===== config.mk =====
export PLATFORM = sky130hd
export DESIGN_NAME = regfile_writeback
export DESIGN_NICKNAME = d
export VERILOG_FILES = /design/src/rtl/regfile_wb_pkg.sv /design/src/rtl/regfile_writeback_fifo.sv /design/src/rtl/regfile_writeback.sv
export SDC_FILE = /design/constraint.sdc
export NUM_CORES = 1
export LEC_CHECK = 0
export ABC_AREA = 1
export BUFFER_PORTS_ARGS = -buffer_cell sky130_fd_sc_hd__buf_4
export CORE_ASPECT_RATIO = 1.5
export CORE_UTILIZATION = 45
export CTS_CLUSTER_DIAMETER = 60
export DETAILED_ROUTE_END_ITERATION = 7
export GPL_TIMING_DRIVEN = 0
export PLACE_DENSITY = 0.67
export SLEW_MARGIN = 0
export SYNTH_ARGS = -nofsm -noshare
export SYNTH_HDL_FRONTEND = slang
export SYNTH_SLANG_ARGS = --single-unit
export TNS_END_PERCENT = 5

===== constraint.sdc =====
create_clock -name clk -period 3.5 [get_ports clk]
set_input_delay 0.7 -clock clk [delete_from_list [all_inputs] [get_ports clk]]
set_output_delay 0.7 -clock clk [all_outputs]
set_load 0.005 [all_outputs]

===== src/rtl/regfile_wb_pkg.sv =====
// Shared constants and types for the register-file write-back controller.
// The write-back entry carries a destination register and its result.
package regfile_wb_pkg;

    localparam int DATA_W   = 32;
    localparam int ADDR_W   = 5;
    localparam int NUM_REGS = 32;

    // One pending register-file write.
    typedef struct packed {
        logic [ADDR_W-1:0] addr;
        logic [DATA_W-1:0] data;
    } wb_entry_t;

    // One-hot mask for a register address, used by the busy scoreboard.
    function automatic logic [NUM_REGS-1:0] reg_onehot(input logic [ADDR_W-1:0] a);
        logic [NUM_REGS-1:0] mask;
        mask = '0;
        mask[a] = 1'b1;
        return mask;
    endfunction

endpackage


===== src/rtl/regfile_writeback_fifo.sv =====
// wb_fifo: small synchronous FIFO of write-back entries shared by the load
// and mul/div sources. DEPTH must be a power of two (pointers wrap freely).
// A push while full or a pop while empty is ignored.
module wb_fifo
    import regfile_wb_pkg::*;
#(
    parameter int DEPTH = 4
) (
    input  logic                     clk,
    input  logic                     reset,
    input  logic                     push,
    input  wb_entry_t                din,
    input  logic                     pop,
    output wb_entry_t                dout,
    output logic [$clog2(DEPTH):0]   count,
    output logic                     empty,
    output logic                     full
);

    localparam int PW = $clog2(DEPTH);
    localparam int CW = PW + 1;

    wb_entry_t         mem [DEPTH];
    logic [PW-1:0]     wr_ptr;
    logic [PW-1:0]     rd_ptr;
    logic [CW-1:0]     count_q;
    logic              do_push;
    logic              do_pop;

    assign full    = (count_q == CW'(DEPTH));
    assign empty   = (count_q == '0);
    assign do_push = push && !full;
    assign do_pop  = pop && !empty;
    assign dout    = mem[rd_ptr];
    assign count   = count_q;

    // Pointer and occupancy bookkeeping; reset empties the queue.
    always_ff @(posedge clk) begin
        if (!reset) begin
            wr_ptr  <= '0;
            rd_ptr  <= '0;
            count_q <= '0;
        end else begin
            if (do_push) begin
                wr_ptr <= wr_ptr + 1'b1;
            end
            if (do_pop) begin
                rd_ptr <= rd_ptr + 1'b1;
            end
            case ({do_push, do_pop})
                2'b10:   count_q <= count_q + 1'b1;
                2'b01:   count_q <= count_q - 1'b1;
                default: count_q <= count_q;
            endcase
        end
    end

    // Storage array; contents are don't-care until written, so no reset.
    always_ff @(posedge clk) begin
        if (do_push) begin
            mem[wr_ptr] <= din;
        end
    end

endmodule


===== src/rtl/regfile_writeback.sv =====
// regfile_writeback: merges ALU, load and mul/div results into one registered
// register-file write per cycle and maintains the RAW busy scoreboard.
// Optional forwarding ports are compiled in with REGFILE_WB_BYPASS_EN.
//
// Handshake: a load (mul/div) result is taken on a posedge where
// ld_valid && ld_ready (md_valid && md_ready) are both high; valid may be
// raised at any time and must hold its payload until taken. Readiness
// depends only on registered FIFO occupancy and ld_valid. ALU results have
// no ready and are always taken.
module regfile_writeback
#(
    parameter int DATA_W = regfile_wb_pkg::DATA_W,
    parameter int ADDR_W = regfile_wb_pkg::ADDR_W,
    parameter int QDEPTH = 4
) (
    input  logic                      clk,
    input  logic                      reset,
    input  logic                      alu_valid,
    input  logic [ADDR_W-1:0]         alu_addr,
    input  logic [DATA_W-1:0]         alu_data,
    input  logic                      ld_valid,
    output logic                      ld_ready,
    input  logic [ADDR_W-1:0]         ld_addr,
    input  logic [DATA_W-1:0]         ld_data,
    input  logic                      md_valid,
    output logic                      md_ready,
    input  logic [ADDR_W-1:0]         md_addr,
    input  logic [DATA_W-1:0]         md_data,
    input  logic                      rsv_valid,
    input  logic [ADDR_W-1:0]         rsv_addr,
    output logic                      rf_write,
    output logic [ADDR_W-1:0]         rf_addr,
    output logic [DATA_W-1:0]         rf_data,
    output logic [31:0]               busy,
    output logic [$clog2(QDEPTH):0]   q_count
`ifdef REGFILE_WB_BYPASS_EN
    ,
    input  logic [ADDR_W-1:0]         byp_s_addr,
    input  logic [ADDR_W-1:0]         byp_t_addr,
    output logic                      byp_s_hit,
    output logic                      byp_t_hit,
    output logic [DATA_W-1:0]         byp_s_data,
    output logic [DATA_W-1:0]         byp_t_data
`endif
);

    import regfile_wb_pkg::*;

    localparam int QCW = $clog2(QDEPTH) + 1;

    // ---------------------------------------------------------------
    // Enqueue arbitration: at most one entry per cycle, load first.
    // ---------------------------------------------------------------
    logic              room;
    logic              ld_push;
    logic              md_push;
    logic              q_push;
    wb_entry_t         q_din;
    wb_entry_t         q_head;
    logic              q_pop;
    logic              q_empty;
    logic              q_full;
    logic [QCW-1:0]    q_cnt;

    // A full FIFO refuses new entries even when it pops on the same edge.
    assign room     = (q_cnt < QCW'(QDEPTH));
    assign ld_ready = room;
    assign md_ready = room && !ld_valid;
    assign ld_push  = ld_valid && ld_ready;
    assign md_push  = md_valid && md_ready;
    assign q_push   = ld_push || md_push;
    assign q_count  = q_cnt;

    // Payload mux for the single enqueue slot.
    always_comb begin
        q_din = '0;
        if (ld_push) begin
            q_din.addr = ld_addr;
            q_din.data = ld_data;
        end else begin
            q_din.addr = md_addr;
            q_din.data = md_data;
        end
    end

    wb_fifo #(
        .DEPTH (QDEPTH)
    ) u_fifo (
        .clk   (clk),
        .reset (reset),
        .push  (q_push),
        .din   (q_din),
        .pop   (q_pop),
        .dout  (q_head),
        .count (q_cnt),
        .empty (q_empty),
        .full  (q_full)
    );

    // ---------------------------------------------------------------
    // Selection: ALU wins; otherwise drain the FIFO head.
    // ---------------------------------------------------------------
    logic              sel_valid;
    wb_entry_t         sel;
    logic              sel_writes;

    assign q_pop      = !alu_valid && !q_empty;
    assign sel_valid  = alu_valid || !q_empty;
    assign sel_writes = sel_valid && (sel.addr != '0);

    // Chooses the entry retired on the coming edge.
    always_comb begin
        sel = '0;
        if (alu_valid) begin
            sel.addr = alu_addr;
            sel.data = alu_data;
        end else begin
            sel = q_head;
        end
    end

    // Registered write port; an entry for r0 is consumed without writing,
    // and idle cycles hold the last address and data.
    always_ff @(posedge clk) begin
        if (!reset) begin
            rf_write <= 1'b0;
            rf_addr  <= '0;
            rf_data  <= '0;
        end else begin
            rf_write <= sel_writes;
            if (sel_writes) begin
                rf_addr <= sel.addr;
                rf_data <= sel.data;
            end
        end
    end

    // ---------------------------------------------------------------
    // Busy scoreboard: a reservation beats a same-edge retirement.
    // ---------------------------------------------------------------
    logic [NUM_REGS-1:0] busy_q;
    logic [NUM_REGS-1:0] busy_set;
    logic [NUM_REGS-1:0] busy_clr;
    logic [NUM_REGS-1:0] busy_next;

    // Next scoreboard value; bit 0 is never busy.
    always_comb begin
        busy_set  = rsv_valid ? reg_onehot(rsv_addr) : '0;
        busy_clr  = sel_valid ? reg_onehot(sel.addr) : '0;
        busy_next = (busy_q & ~busy_clr) | busy_set;
        busy_next[0] = 1'b0;
    end

    // Scoreboard register; reset drops all reservations.
    always_ff @(posedge clk) begin
        if (!reset) begin
            busy_q <= '0;
        end else begin
            busy_q <= busy_next;
        end
    end

    assign busy = busy_q;

`ifdef REGFILE_WB_BYPASS_EN
    // Forward the in-flight write to same-cycle readers of its register.
    always_comb begin
        byp_s_hit  = rf_write && (byp_s_addr == rf_addr) && (byp_s_addr != '0);
        byp_t_hit  = rf_write && (byp_t_addr == rf_addr) && (byp_t_addr != '0);
        byp_s_data = byp_s_hit ? rf_data : '0;
        byp_t_data = byp_t_hit ? rf_data : '0;
    end
`endif

endmodule


==> flow_summary.toml <==
[critical_path]
path_cells = "buf_4, o21ai_1, ha_1, inv_1, fa_1, a21oi_1, o21ai_0, o21ai_0, a21oi_1"
worstPathRequired_ps = 3900
path_max_fanout = 9
arrival_ps = 2890
cpLargestDelayFamily = "compound AO/OA/AOI/OAI gates"
critPathBufInv = 2
start_kind = "primary input"
cp_slowest_stage_delay_ps = 840
crit_slowest_cell = "o21ai_1"
crit_type = "in -> reg"
cp-end-kind = "flop"

[die]
initial_core_util = 0.460
core_area_mm2 = 0.0211
fp.dieArea_mm2 = 0.0222
top_level_ports = 197
die_y_um = 182
dieWidth_um = 122
num_rows = 65

[layout]
final_nets = 1290
seqCellArea_mm2 = 0.00601
antennaDiodeCount = 0
layout_commonest_cell = "buf_4"
final_area_mm2 = 0.0124
area_delta_synth_final_pct = 27.5
final_cell_mix = "196 x buf_4, 170 x nand2_1, 148 x edfxtp_1, 121 x nor2_1, 78 x dfxtp_1"
drive_gt1_frac = 0.281
multi_input_area_mm2 = 0.00330
final_cells = 1447
fillerInstances = 1854

[power_and_ir_drop]
power_density_mw_per_mm2 = 716
leakage_uw = 0.00503
finalPower_uw = 8870
ir_drop_v = 0.000424

[timing]
tightestPinTransition_ps = 1090
fin_skew_ps = 12.7
fmax_mhz = 402
slew_headroom = 0.265
setup_violations = 0
fin_crit_sh = 0.710
post-route-min-period_ps = 2490
rsz0062_at_grt = "false"
hold_viol_final = 0
drv_slew = 0

[synth]
ys.warnings.count = 0
syn_nets = 1068
ys_seq_elements = 226
synth_area_per_cell_um2 = 10.3
synth_area_mm2 = 0.00972
syn_inst = 940
yosysUniqueCellTypes = 30
yosysSeqAreaShare = 0.618

[worst_hold_path]
hold_class = "reg -> reg"

[route]
vias = 7478
highest_layer = "met4"
wl_met3_mm = 1.50
met2WireLength_mm = 13.1
wirelength_mm = 24.9
wire_per_inst_um = 17.2
drc = 0
final_antenna_net_count = 0
viasPerCell = 5.17
firstDrtPassIters = 5
drt_iter0_drc = 574
m1WireLength_mm = 9.71

[global_routing]
antenna_found_initial = 0
grt_max_degree = 27
grt.total_usage = 0.226
grt_pass1_vias = 7221
grt_pass1_wl_mm = 38.1
grt_overflow = 0

[cts]
root_buffer = "clkbuf_16"
ctsHoldBuffers = 0
cts_setup_buffers = 0
cts_buffers = 23
clk_latency_ps = 520
cts.path.max_buffers = 3
tritoncts = "built"
clk_pin_slew_worst_paths_ps = 70
cts_max_level = 1
cts_resized = 0
cts.sinks = 226

[placement]
dpl-instance-area_mm2 = 0.0116
dp_hpwl_mm = 17.4
place_congestion = 0.869
port_buffers = 193
placed_cells_incl_taps = 1405

[job]
maxCapViolCount = 0

[run_status]
status = "complete, no violations"
layer usage:
| metal | vias to the layer above | track usage |
|---|---|---|
| li1 | 3664 | - |
| met1 | 3504 | 0.264 |
| met2 | 265 | 0.419 |
| met3 | 45 | 0.0267 |
| met4 | 0 | 0.0726 |
| met5 | - | 0 |
state kept, by name, indices dropped and copies added, names as in the netlist, named ones only:
name,cells
u_fifo.mem,148
rf_data,32
busy,31
rf_addr,5
u_fifo.count,3
u_fifo.rd_ptr,2
u_fifo.wr_ptr,2
rf_write,1
logic make-up (layout without fill, tap and decap cells):
| family | after synthesis | count (layout) | synth area share |
|---|---|---|---|
| and+or+nand+nor | 391 | 391 | 0.170 |
| muxes | 69 | 69 | 0.0758 |
| AOI/OAI and AO/OA | 148 | 148 | 0.0817 |
| other | 1 | 1 | 0.000386 |
| DFF | 226 | 226 | 0.618 |
| buffers and inverters | 99 | 338 | 0.0461 |
| adders and majority gates | 6 | 6 | 0.00850 |
Yosys cell counts, drive strengths merged:
library cell / count / area, um2
nor3: 10 / 50.1
ha: 5 / 62.6
or2: 4 / 25.0
mux2: 37 / 417
o21ai: 74 / 370
conb: 1 / 3.75
nor2: 155 / 657
nand3: 48 / 253
o22ai: 32 / 200
buf: 18 / 141
clkinv: 4 / 15.0
o21bai: 1 / 18.8
mux2i: 32 / 320
nand2: 174 / 663
edfxtp: 148 / 4440
fa: 1 / 20.0
a21oi: 41 / 205
dfxtp: 78 / 1560
inv: 46 / 175
clkbuf: 31 / 116
metrics by stage:
| stage | setup TNS (ps) | worst slack [ps] | hold slack [ps] | util |
|---|---|---|---|---|
| global placement | -136850 | -973 | 449 | 0.544 |
| CTS | 0 | 1030 | 462 | 0.586 |
| finish | 0 | 1010 | 462 | 0.586 |
| floorplan | 0 | 601 | 436 | - |
| detailed placement | 0 | 496 | 454 | 0.549 |
| global route | 0 | 802 | 481 | 0.586 |
power breakdown:
group | leakage (uW) | switching [uW] | internal (uW)
combinational | 0.00264 | 1630 | 1010
sequential | 0.00201 | 200 | 3530
clock | 0.000375 | 1040 | 1470
worst paths after layout:
check / slack (ps) / end / depth (start not counted) / start
max: 1010 / u_fifo.count[2] / 9 / ld_valid
min: 460 / busy[25] / 2 / busy[25]
max reg2reg: 1030 / u_fifo.count[2] / 9 / u_fifo.count[2]
min reg2reg: 460 / busy[25] / 2 / busy[25]
layout make-up:
class,count,share of cell area
Sequential cell,226,0.485
Inverter,50,0.0153
Tap cell,268,0.0271
Timing Repair Buffer,197,0.123
Multi-Input combinational cell,615,0.266
Clock inverter,14,0.0139
Buffer,49,0.0208
Clock buffer,28,0.0488
worst min-delay path: stages, from the launching register on:
cell	delay, ps
dfxtp_1	310
nand2_1	60
a21oi_1	50
No activity file was read; power rests on OpenSTA's default activity.
